**config.mk**
```make
export PLATFORM = sky130hd
export DESIGN_NAME = id_issue_queue
export DESIGN_NICKNAME = d
export VERILOG_FILES = /design/src/rtl/id_issue_queue_pkg.sv /design/src/rtl/id_issue_queue_fifo.sv /design/src/rtl/id_issue_queue.sv
export SDC_FILE = /design/constraint.sdc
export NUM_CORES = 1
export LEC_CHECK = 0
export CAP_MARGIN = 20
export CORE_MARGIN = 5
export CORE_UTILIZATION = 50
export CTS_CLUSTER_SIZE = 40
export DETAILED_ROUTE_END_ITERATION = 6
export HOLD_SLACK_MARGIN = 0.12
export PLACE_DENSITY = 0.74
export SYNTH_ARGS = -nofsm -noshare
export SYNTH_HDL_FRONTEND = slang
export SYNTH_SLANG_ARGS = --single-unit
```
**constraint.sdc**
```tcl
create_clock -name clk -period 4.55 [get_ports clk]
set_input_delay 1.1375 -clock clk [delete_from_list [all_inputs] [get_ports clk]]
set_output_delay 1.1375 -clock clk [all_outputs]
set_load 0.03 [all_outputs]
```
**src/rtl/id_issue_queue_pkg.sv**
```systemverilog
// Shared types and constants for the decode-side instruction queue.
// Instruction field layout follows the classic MIPS32 encoding.
package id_issue_queue_pkg;

    typedef logic [31:0] InstAddr_t;
    typedef logic [31:0] Inst_t;
    typedef logic [4:0]  RegAddr_t;

    localparam logic      RST_ENABLE = 1'b1;
    localparam logic [31:0] ZERO_WORD = 32'h0000_0000;

    localparam logic [5:0] EXE_SPECIAL_INST  = 6'b000000;
    localparam logic [5:0] EXE_SPECIAL2_INST = 6'b011100;

    // SPECIAL funct codes touching HI/LO
    localparam logic [5:0] EXE_MFHI  = 6'b010000;
    localparam logic [5:0] EXE_MTHI  = 6'b010001;
    localparam logic [5:0] EXE_MFLO  = 6'b010010;
    localparam logic [5:0] EXE_MTLO  = 6'b010011;
    localparam logic [5:0] EXE_MULT  = 6'b011000;
    localparam logic [5:0] EXE_MULTU = 6'b011001;
    localparam logic [5:0] EXE_DIV   = 6'b011010;
    localparam logic [5:0] EXE_DIVU  = 6'b011011;

    // SPECIAL2 funct codes touching HI/LO
    localparam logic [5:0] EXE_MADD  = 6'b000000;
    localparam logic [5:0] EXE_MADDU = 6'b000001;
    localparam logic [5:0] EXE_MSUB  = 6'b000100;
    localparam logic [5:0] EXE_MSUBU = 6'b000101;

    typedef struct packed {
        InstAddr_t pc;
        Inst_t     inst;
    } IqEntry_t;

    // True when the instruction reads or writes HI/LO.
    function automatic logic is_hilo_op(input Inst_t inst);
        logic [5:0] op;
        logic [5:0] fn;
        op = inst[31:26];
        fn = inst[5:0];
        is_hilo_op = 1'b0;
        if (op == EXE_SPECIAL_INST) begin
            is_hilo_op = (fn == EXE_MFHI) || (fn == EXE_MFLO) || (fn == EXE_MTHI) ||
                         (fn == EXE_MTLO) || (fn == EXE_MULT) || (fn == EXE_MULTU) ||
                         (fn == EXE_DIV)  || (fn == EXE_DIVU);
        end else if (op == EXE_SPECIAL2_INST) begin
            is_hilo_op = (fn == EXE_MADD) || (fn == EXE_MADDU) ||
                         (fn == EXE_MSUB) || (fn == EXE_MSUBU);
        end
    endfunction

    // True for DIV / DIVU, which start the multi-cycle divider.
    function automatic logic is_div_op(input Inst_t inst);
        is_div_op = (inst[31:26] == EXE_SPECIAL_INST) &&
                    ((inst[5:0] == EXE_DIV) || (inst[5:0] == EXE_DIVU));
    endfunction

endpackage

```
**src/rtl/id_issue_queue_fifo.sv**
```systemverilog
// iq_fifo: generic first-word-fall-through FIFO with occupancy and flush.
// The head entry is shown combinationally from storage; empty shows zero.
module iq_fifo
    import id_issue_queue_pkg::*;
#(
    parameter int  DEPTH = 4,
    parameter type T     = IqEntry_t
) (
    input  logic                         clk,
    input  logic                         rst,
    input  logic                         i_flush,
    input  logic                         i_push,
    input  T                             i_data,
    input  logic                         i_pop,
    output T                             o_data,
    output logic                         o_empty,
    output logic [$clog2(DEPTH+1)-1:0]   o_count
);

    localparam int PTR_W = $clog2(DEPTH);
    localparam int CNT_W = $clog2(DEPTH + 1);

    T                 r_mem [DEPTH];
    logic [PTR_W-1:0] r_rd_ptr;
    logic [PTR_W-1:0] r_wr_ptr;
    logic [CNT_W-1:0] r_count;

    logic w_full;
    logic w_do_push;
    logic w_do_pop;

    assign w_full    = (r_count == CNT_W'(DEPTH));
    assign o_empty   = (r_count == '0);
    assign w_do_push = i_push & ~w_full & ~i_flush;
    assign w_do_pop  = i_pop & ~o_empty & ~i_flush;
    assign o_count   = r_count;

    // Pointers and occupancy; flush empties the queue, pointers wrap mod DEPTH.
    always_ff @(posedge clk) begin
        if (rst == RST_ENABLE) begin
            r_rd_ptr <= '0;
            r_wr_ptr <= '0;
            r_count  <= '0;
        end else if (i_flush) begin
            r_rd_ptr <= '0;
            r_wr_ptr <= '0;
            r_count  <= '0;
        end else begin
            if (w_do_push) r_wr_ptr <= r_wr_ptr + PTR_W'(1);
            if (w_do_pop)  r_rd_ptr <= r_rd_ptr + PTR_W'(1);
            if (w_do_push && !w_do_pop)      r_count <= r_count + CNT_W'(1);
            else if (!w_do_push && w_do_pop) r_count <= r_count - CNT_W'(1);
        end
    end

    // Storage write; contents need no reset because occupancy gates reads.
    always_ff @(posedge clk) begin
        if (w_do_push) r_mem[r_wr_ptr] <= i_data;
    end

    // Head entry, zero (NOP) when empty.
    always_comb begin
        o_data = '0;
        if (!o_empty) o_data = r_mem[r_rd_ptr];
    end

endmodule

```
**src/rtl/id_issue_queue.sv**
```systemverilog
// id_issue_queue: instruction queue between IF and decode with issue
// interlock for load-use and HI/LO-while-dividing hazards.
// Optional macro IQ_BYPASS_EN: an instruction offered to an empty queue is
// presented to decode in the same cycle.
//
// Handshakes: on the IF side an entry transfers on a rising edge where
// if_valid_i & if_ready_o; on the decode side the head transfers on a rising
// edge where id_valid_o & !stall_i. Neither valid waits on its ready.
module id_issue_queue
    import id_issue_queue_pkg::*;
#(
    parameter int DEPTH      = 4,
    parameter int DIV_CYCLES = 33,
    parameter int ADDR_W     = 32,
    parameter int INST_W     = 32
) (
    input  logic                         clk,
    input  logic                         rst,
    input  logic                         if_valid_i,
    input  logic [ADDR_W-1:0]            if_pc_i,
    input  logic [INST_W-1:0]            if_inst_i,
    output logic                         if_ready_o,
    input  logic                         flush_i,
    input  logic                         stall_i,
    input  logic                         ex_wreg_i,
    input  RegAddr_t                     ex_wd_i,
    input  logic                         ex_is_load_i,
    output logic                         id_valid_o,
    output logic [ADDR_W-1:0]            id_pc_o,
    output logic [INST_W-1:0]            id_inst_o,
    output logic                         hazard_o,
    output logic [$clog2(DEPTH+1)-1:0]   count_o,
    output logic                         hilo_busy_o
);

    localparam int CNT_W = $clog2(DEPTH + 1);
    localparam int DIV_W = $clog2(DIV_CYCLES + 1);

    // Same layout as IqEntry_t, sized by this instance's widths.
    typedef struct packed {
        logic [ADDR_W-1:0] pc;
        logic [INST_W-1:0] inst;
    } entry_t;

    entry_t            w_in_entry;
    entry_t            w_fifo_head;
    entry_t            w_head;
    logic              w_fifo_empty;
    logic [CNT_W-1:0]  w_fifo_count;
    logic              w_bypass;
    logic              w_head_present;
    logic              w_load_use;
    logic              w_hilo_hazard;
    logic              w_pop;
    logic              w_fifo_push;
    logic              w_fifo_pop;
    logic              w_head_is_div;
    RegAddr_t          w_rs;
    RegAddr_t          w_rt;
    logic [DIV_W-1:0]  r_div_cnt;

    assign w_in_entry = '{pc: if_pc_i, inst: if_inst_i};

`ifdef IQ_BYPASS_EN
    assign w_bypass = w_fifo_empty & if_valid_i & ~flush_i;
`else
    assign w_bypass = 1'b0;
`endif

    // Head mux: storage when occupied, else the bypassed IF offer, else NOP.
    always_comb begin
        w_head = '0;
        if (!w_fifo_empty) w_head = w_fifo_head;
        else if (w_bypass) w_head = w_in_entry;
    end

    assign w_head_present = ~w_fifo_empty | w_bypass;
    assign w_rs           = w_head.inst[25:21];
    assign w_rt           = w_head.inst[20:16];
    assign w_head_is_div  = is_div_op(Inst_t'(w_head.inst));

    // Both register fields are treated as sources regardless of opcode.
    assign w_load_use    = ex_is_load_i & ex_wreg_i & (ex_wd_i != '0) &
                           ((ex_wd_i == w_rs) | (ex_wd_i == w_rt));
    assign w_hilo_hazard = (r_div_cnt != '0) & is_hilo_op(Inst_t'(w_head.inst));

    assign hazard_o    = w_head_present & (w_load_use | w_hilo_hazard);
    assign id_valid_o  = w_head_present & ~hazard_o;
    assign id_pc_o     = w_head.pc;
    assign id_inst_o   = w_head.inst;
    assign if_ready_o  = (w_fifo_count != CNT_W'(DEPTH)) & ~flush_i;
    assign count_o     = w_fifo_count;
    assign hilo_busy_o = (r_div_cnt != '0);

    assign w_pop       = id_valid_o & ~stall_i;
    // A bypassed instruction consumed this cycle never enters storage.
    assign w_fifo_push = if_valid_i & if_ready_o & ~(w_bypass & w_pop);
    assign w_fifo_pop  = w_pop & ~w_bypass;

    iq_fifo #(
        .DEPTH (DEPTH),
        .T     (entry_t)
    ) u_fifo (
        .clk     (clk),
        .rst     (rst),
        .i_flush (flush_i),
        .i_push  (w_fifo_push),
        .i_data  (w_in_entry),
        .i_pop   (w_fifo_pop),
        .o_data  (w_fifo_head),
        .o_empty (w_fifo_empty),
        .o_count (w_fifo_count)
    );

    // Divide busy countdown; survives flush since the divide in flight finishes.
    always_ff @(posedge clk) begin
        if (rst == RST_ENABLE) begin
            r_div_cnt <= '0;
        end else if (w_pop && !flush_i && w_head_is_div) begin
            r_div_cnt <= DIV_W'(DIV_CYCLES);
        end else if (r_div_cnt != '0) begin
            r_div_cnt <= r_div_cnt - DIV_W'(1);
        end
    end

endmodule

```
==> Yosys cells after proc, flatten, opt, wreduce, memory -nomap -nowiden <==
Memories as Yosys holds them, arrays and structs flattened. A register that Yosys moved wholly into a read port is not among the register bits.
Cells that the tools add are included.
{ "totals": {"regBits": 13, "latch_bits": 0, "ramBits": 256, "mem_bits_ro": 0, "inputBits": 76, "out_inout_bits": 71, "mem_count": 1} }
{ "classes": {"addsub": 5, "mul": 0, "div": 0, "magnitude_cmp": 0, "eq_ne": 16, "shifts": 0, "n_mux": 11, "n_bitwise": 20, "n_reduce_logical": 28} }
{ "memory_table": {"columns": ["memory", "words", "width", "rd", "rd_ports_with_merged_regs", "write_ports", "line", "rtl"], "rows": [
  ["u_fifo.r_mem", 4, 64, 1, 1, 1, "id_issue_queue_fifo.sv:23", "T r_mem [DEPTH];"]
]} }
{ "ops": {"columns": ["cell", "count"], "rows": [
  ["$mux 64", 1],
  ["$eq 6x5->1 const B", 9],
  ["$and 1x1->1", 13],
  ["$eq 6x3->1 const B", 2],
  ["$logic_not 6->1", 2],
  ["$mux 6", 2],
  ["$logic_or 1x1->1", 11],
  ["$eq 5x5->1", 2],
  ["$eq 6x1->1 const B", 1],
  ["$mux 3", 2],
  ["$reduce_bool 6->1", 1],
  ["$sub 6x1->6 const B", 1],
  ["$logic_and 1x1->1", 5],
  ["$not 1->1", 5],
  ["$reduce_bool 5->1", 1],
  ["$add 2x1->2 const B", 2],
  ["$mux 1", 4],
  ["$mux 2", 2],
  ["$reduce_bool 2->1", 2],
  ["$reduce_or 2->1", 2],
  ["$add 3x1->3 const B", 1],
  ["$eq 3x3->1 const B", 1],
  ["$logic_not 1->1", 3],
  ["$logic_not 3->1", 1],
  ["3 further kinds", 4]
]} }

==> Longest topological paths before layout <==
Gate-level depths: netlist of the first run.
{ "depth": {"depth_word": 22, "mapped_depth": 15, "ltp_nobuf": 14} }

==> Cells and area by module <==
A second synthesis of the first run with hierarchy kept.
{ "unflattened": {"hier_cells": 614, "area_unflattened_um2": 11228.3} }
{ "by_module_without_submodules": {"columns": ["mod", "n_inst", "cells_per_inst", "area_per_inst_um2"], "rows": [
  ["iq_fifo", 1, 457, 10173.5],
  ["id_issue_queue", 1, 157, 1054.8]
]} }

==> Worst setup path before layout of the first run <==
No wires, ideal clock.
{ "synth_path": {"kind": "input to register", "start": "in ex_wd_i[3]", "end": "reg u_fifo.r_count[2], in the netlist u_fifo.o_count[2]", "arrival_ns": 3.793, "required_ns": 4.480, "slack_ns": 0.687, "stages": 12, "n_path_buf": 0, "cell_sequence": "nor3_1 -> mux2_2 -> nor3_1 -> nand4bb_1 -> o211ai_2 -> or3_2 -> ha_1 -> inv_1 -> fa_1 -> xor2_1 -> or3_1 -> a21oi_1"} }
{ "synth_via": {"elab_chain_cells": 13, "word_cells_on_any_way": 18} }
{ "synth_rtl": {"columns": ["item", "line", "rtl"], "rows": [
  ["start: declaration", "id_issue_queue.sv:26", "input RegAddr_t ex_wd_i,"],
  ["$eq 5x5->1 or $reduce_bool 5->1 (tied branches)", "id_issue_queue.sv:84, id_issue_queue.sv:83", null],
  ["$or 1x1->1 or $and 1x1->1 (tied branches)", "id_issue_queue.sv:84, id_issue_queue.sv:83", null],
  ["$and 1x1->1 (*)", "id_issue_queue.sv:83", "assign w_load_use = ex_is_load_i & ex_wreg_i & (ex_wd_i != '0) &"],
  ["$or 1x1->1 (*)", "id_issue_queue.sv:87", "assign hazard_o = w_head_present & (w_load_use | w_hilo_hazard);"],
  ["$and 1x1->1 (*)", "id_issue_queue.sv:87", null],
  ["net hazard_o", "id_issue_queue.sv:31", "output logic hazard_o,"],
  ["$not 1->1 (*)", "id_issue_queue.sv:88", "assign id_valid_o = w_head_present & ~hazard_o;"],
  ["$and 1x1->1 (*)", "id_issue_queue.sv:88", null],
  ["$and 1x1->1 (*)", "id_issue_queue.sv:95", "assign w_pop = id_valid_o & ~stall_i;"],
  ["$and 1x1->1 (*) (2 in a row)", "id_issue_queue_fifo.sv:35", "assign w_do_pop = i_pop & ~o_empty & ~i_flush;"],
  ["$logic_not 1->1", "id_issue_queue_fifo.sv:51", "if (w_do_push && !w_do_pop) r_count <= r_count + CNT_W'(1);"],
  ["$logic_and 1x1->1", "id_issue_queue_fifo.sv:51", null],
  ["$mux 3 or $reduce_bool 2->1 (tied branches)", null, null],
  ["end signal: assignment", "id_issue_queue_fifo.sv:51", null],
  ["end signal: assignment", "id_issue_queue_fifo.sv:52", "else if (!w_do_push && w_do_pop) r_count <= r_count - CNT_W'(1);"],
  ["end: declaration", "id_issue_queue_fifo.sv:26", "logic [CNT_W-1:0] r_count;"]
]} }
The timed path passes the listed nets; every way through them passes the cells marked *.
A chain may end at the register's enable or synchronous reset.

==> Worst setup path in the final report of the first run <==
{ "layout_path": {"start": "in ex_wd_i[4]", "end": "out id_valid_o"} }
{ "layout_via": {"elab_chain_cells": 7, "word_cells_on_any_way": 10} }
{ "layout_rtl": {"columns": ["item", "line", "rtl"], "rows": [
  ["$eq 5x5->1 or $reduce_bool 5->1 (tied branches)", "id_issue_queue.sv:84, id_issue_queue.sv:83", null],
  ["$or 1x1->1 or $and 1x1->1 (tied branches)", "id_issue_queue.sv:84, id_issue_queue.sv:83", null],
  ["$and 1x1->1 (*)", "id_issue_queue.sv:83", null],
  ["$or 1x1->1 (*)", "id_issue_queue.sv:87", null],
  ["$and 1x1->1 (*)", "id_issue_queue.sv:87", null],
  ["$not 1->1 (*)", "id_issue_queue.sv:88", null],
  ["$and 1x1->1 (*)", "id_issue_queue.sv:88", null],
  ["end: declaration", "id_issue_queue.sv:28", "output logic id_valid_o,"]
]} }
Every way passes the cells marked *; elsewhere a longest branch is shown, timed or not.

==> results of run 1 <==
[cell type report]
type | count | share of cell area [%]
clock inverters | 21 | 2.04
inverters | 11 | 0.303
flip-flops and latches | 271 | 58.7
well taps | 275 | 2.52
repair buffers | 157 | 11.8
multi-input cells | 234 | 19.3
clock buffers | 33 | 5.43
[worst max-delay path, stage by stage]
cell	delay, ps
clkdlybuf4s50_1	430
nor3_1	220
mux2_2	380
a2111oi_1	360
o2111ai_1	200
o211ai_2	130
nor2_1	50
dlygate4sd2_1	350
[kinds of logic after synthesis]
family | after synthesis
buffers and inverters | 34
adder cells (fa/ha/maj) | 7
multiplexers | 74
AO/OA/AOI/OAI | 26
flip-flops | 271
XOR/XNOR | 6
AND/OR/NAND/NOR | 121
[Yosys cell counts, drive strengths merged (2+ instances only)]
| master | number | area share [%] |
|---|---|---|
| o211ai | 2 | 0.19 |
| ha | 6 | 0.70 |
| buf | 15 | 0.84 |
| o22ai | 3 | 0.17 |
| mux2 | 5 | 0.52 |
| mux4 | 62 | 13 |
| nor4 | 2 | 0.12 |
| mux2i | 7 | 0.65 |
| or3 | 4 | 0.26 |
| nand2b | 3 | 0.17 |
| edfxtp | 256 | 71 |
| a21oi | 8 | 0.37 |
| dfxtp | 15 | 2.8 |
| and3 | 6 | 0.40 |
| xnor2 | 4 | 0.33 |
| nor3 | 8 | 0.37 |
| clkbuf | 8 | 0.28 |
| nor2 | 15 | 0.52 |
| and2 | 62 | 3.6 |
| o21ai | 3 | 0.14 |
| or2 | 2 | 0.12 |
| xor2 | 2 | 0.16 |
| a22oi | 3 | 0.21 |
| o2111ai | 2 | 0.16 |
| or4 | 2 | 0.17 |
| inv | 11 | 0.38 |
| nand2 | 9 | 0.31 |
[how the worst max path moves through the flow]
stage / slack [ps] / depth (start not counted) / to
floorplan: 690 / 12 / u_fifo.o_count[2]
global placement: -5 / 8 / id_valid_o
detailed placement: -120 / 8 / id_valid_o
CTS: 80 / 4 / id_pc_o[29]
global route: 30 / 8 / id_valid_o
finish: 160 / 8 / id_valid_o
[registers in the layout, summed over array words and instances (netlist names), named ones only]
signal,cells
u_fifo.o_count,3
r_div_cnt,6
u_fifo.r_wr_ptr,2
u_fifo.r_rd_ptr,2
u_fifo.r_mem,256
[metrics by stage]
step	TNS, ps	util, %	instance area, um^2
after floorplan	0	-	10800
after global placement	-5.04	59.7	12600
after detailed placement	-124	59.7	12600
after CTS	0	64.5	13600
after global routing	0	64.6	13600
final	0	64.6	13600
[cell usage in the layout (no fill, tap or decap), drive strengths merged, types with 3 or more instances in the layout]
cell type,instances
edfxtp,256
clkdlybuf4s50,144
and2,62
mux4,62
clkbuf,33
nor2,15
dfxtp,15
inv,14
buf,12
clkinv,11
nand2,9
a21oi,8
nor3,8
mux2i,7
ha,6
bufinv,6
and3,6
mux2,5
xnor2,4
or3,4
nand2b,3
a22oi,3
o22ai,3
o21ai,3
[power by group through the flow]
| stage | logic [mW] | registers [mW] | clock network [mW] |
|---|---|---|---|
| after floorplan | 0.370 | 2.87 | 0 |
| after global placement | 0.617 | 2.87 | 0 |
| after detailed placement | 0.643 | 2.88 | 0 |
| after CTS | 0.648 | 2.82 | 2.50 |
| after global routing | 0.697 | 2.83 | 2.61 |
| final | 0.647 | 2.82 | 2.44 |
[what timing repair did]
action,in CTS,in global routing
buffers inserted,0,1
setup endpoints to repair,35,9
pin swaps,0,0
resized for setup,2,1
[routing by layer]
metal  vias up  share of wire [%]
met5         -               0.12
met4         4                2.4
met3        41                7.7
met2       180                 49
met1      2803                 41
li1       2513                  -
==> impl_metrics.csv, run 1 <==
group,metric,value,unit
clock_network,cts_buffers,29,
floorplanning,die_w,157,um
power,power,5.91,mW
power,ir_worst_vdd,332,uV
sta,maxSlewViolCount,0,
synth,syn-cell-area,10800,um^2
floorplanning,rows,53,
floorplanning,die_area,24500,um^2
finish,drive_gt1_share,18.0,%
setup_path,crit_path_start_kind,"primary input",
routing,routed_wl,21.1,mm
routing,first_pass_iters,4,
clock_network,cts.clk_slew.worst_paths,60,ps
routing,vias_per_cell,5.53,
finish,n_antenna_cell,0,
synth,yosysUniqueCellTypes,50,
synth,synthAdderAreaFrac,0.884,%
synth,syn_area_per_cell,19.9,um^2
power,p_clk_share,41.3,%
global_route,globalRoute.busiestLayer,"met2",
routing,postRouteAntennaNets,0,
synth,syn_inst,539,
clock_network,htreeDepth,1,
routing,drt-wirelength-per-cell,21.1,um
setup_path,startpoint,"ex_wd_i[4]",
job,drv_cap,0,
placed_design,hpwl,13.0,mm
sta,rsz0062_at_grt,"false",
synth,ys.flop_type,"edfxtp_1",
sta,min_period,4390,ps
min_path,hold_start,"u_fifo.r_rd_ptr[1]",
placed_design,dp_slack,-124,ps
sta,period_share,96.6,%
sta,layout_setup_ws,156,ps
floorplanning,initial_core_util,51.0,%
setup_path,r2r_cells,13,
global_route,grt_max_degree,50,
sta,worstMarginPinSlew,657,ps
routing,drt_iter0_drc,314,
floorplanning,ios,147,
finish,stdcell_count,1002,
setup_path,cp.arrival,3260,ps
setup_path,path_class,"primary input to primary output",
clock_network,hold_buffers,0,
global_route,gr-usage-met2,29.0,%
power,p_leak,4.41,nW
finish,fillers,1425,
synth,seq_area_frac_synth,74.3,%
floorplanning,core,21100,um^2
placed_design,gp_congestion,0.852,
finish,area_delta_synth_final,26.8,%
clock_network,clockRootBuffer,"clkbuf_16",
synth,yosys.area_share.simple,6.68,%
setup_path,rrSetupSlack,840,ps
global_route,grt_usage,17.2,%
power,p_switching,1.31,mW
power,seq_power_share,47.7,%
clock_network,clkLatencyLatePin,550,ps
finish,multiInputGateArea,2630,um^2
power,p_int,4.60,mW
finish,fin_nets,787,
global_route,grt_antenna_before_repair,2,
setup_path,rr_endpoint,"u_fifo.o_count[2]",
clock_network,cts_tree,"yes",
power,power_density,434,nW/um^2
setup_path,crit_required,3410,ps
synth,synth-xor-area-share,0.489,%
min_path,holdCritPathClass,"flip-flop to flip-flop",
placed_design,placed_cells,947,
clock_network,cts_max_path_buffers,3,
synth,synth_top_family_by_area,"multiplexers",
sta,hold_viol_final,0,
setup_path,crit_path_end_kind,"primary output",
placed_design,place.port_buffers,146,
global_route,grtUsageMet1,22.4,%
routing,drcViolationCount,0,
synth,ys_warn_count,0,
synth,synthMuxAreaShare,14.5,%
sta,clock_skew,23.6,ps
power,combPwrFrac,10.9,%
sta,fmax,228,MHz
global_route,grt_first_pass_wirelength,32.8,mm
min_path,min_path_cells,2,
run_status,status,"finished clean",
routing,num_vias,5541,
synth,synth_compound_area_share,1.69,%
synth,ys_ff_latch,271,
power,p_sw_share,22.2,%
setup_path,critPathMaxFanout,2,
global_route,use_met3,4.76,%
global_route,grt_remaining_overflow,0,
synth,synthArstFlopShare,0,%
sta,slew_headroom,55.9,%
finish,register_area,8000,um^2
sta,hold_ws,511,ps
clock_network,cts.sinks,271,
floorplanning,fp.dieH,157,um
synth,synth-edff-count,256,
global_route,grt_pass1_vias,5954,
sta,final-setup-viol-count,0,
synth,syn_nets,622,
(Power assumes the default switching activity.)
==> run 2: changes to the inputs <==
--- a/config.mk
+++ b/config.mk
@@ -5,13 +5,14 @@
 export SDC_FILE = /design/constraint.sdc
 export NUM_CORES = 1
 export LEC_CHECK = 0
-export CAP_MARGIN = 20
+export ABC_CLOCK_PERIOD_IN_PS = 4550
 export CORE_MARGIN = 5
 export CORE_UTILIZATION = 50
 export CTS_CLUSTER_SIZE = 40
 export DETAILED_ROUTE_END_ITERATION = 6
 export HOLD_SLACK_MARGIN = 0.12
 export PLACE_DENSITY = 0.74
+export SKIP_LAST_GASP = 1
 export SYNTH_ARGS = -nofsm -noshare
 export SYNTH_HDL_FRONTEND = slang
 export SYNTH_SLANG_ARGS = --single-unit
==> results of run 2 <==
Same layout as run 1: the final DEF is identical, and so are final timing and power.
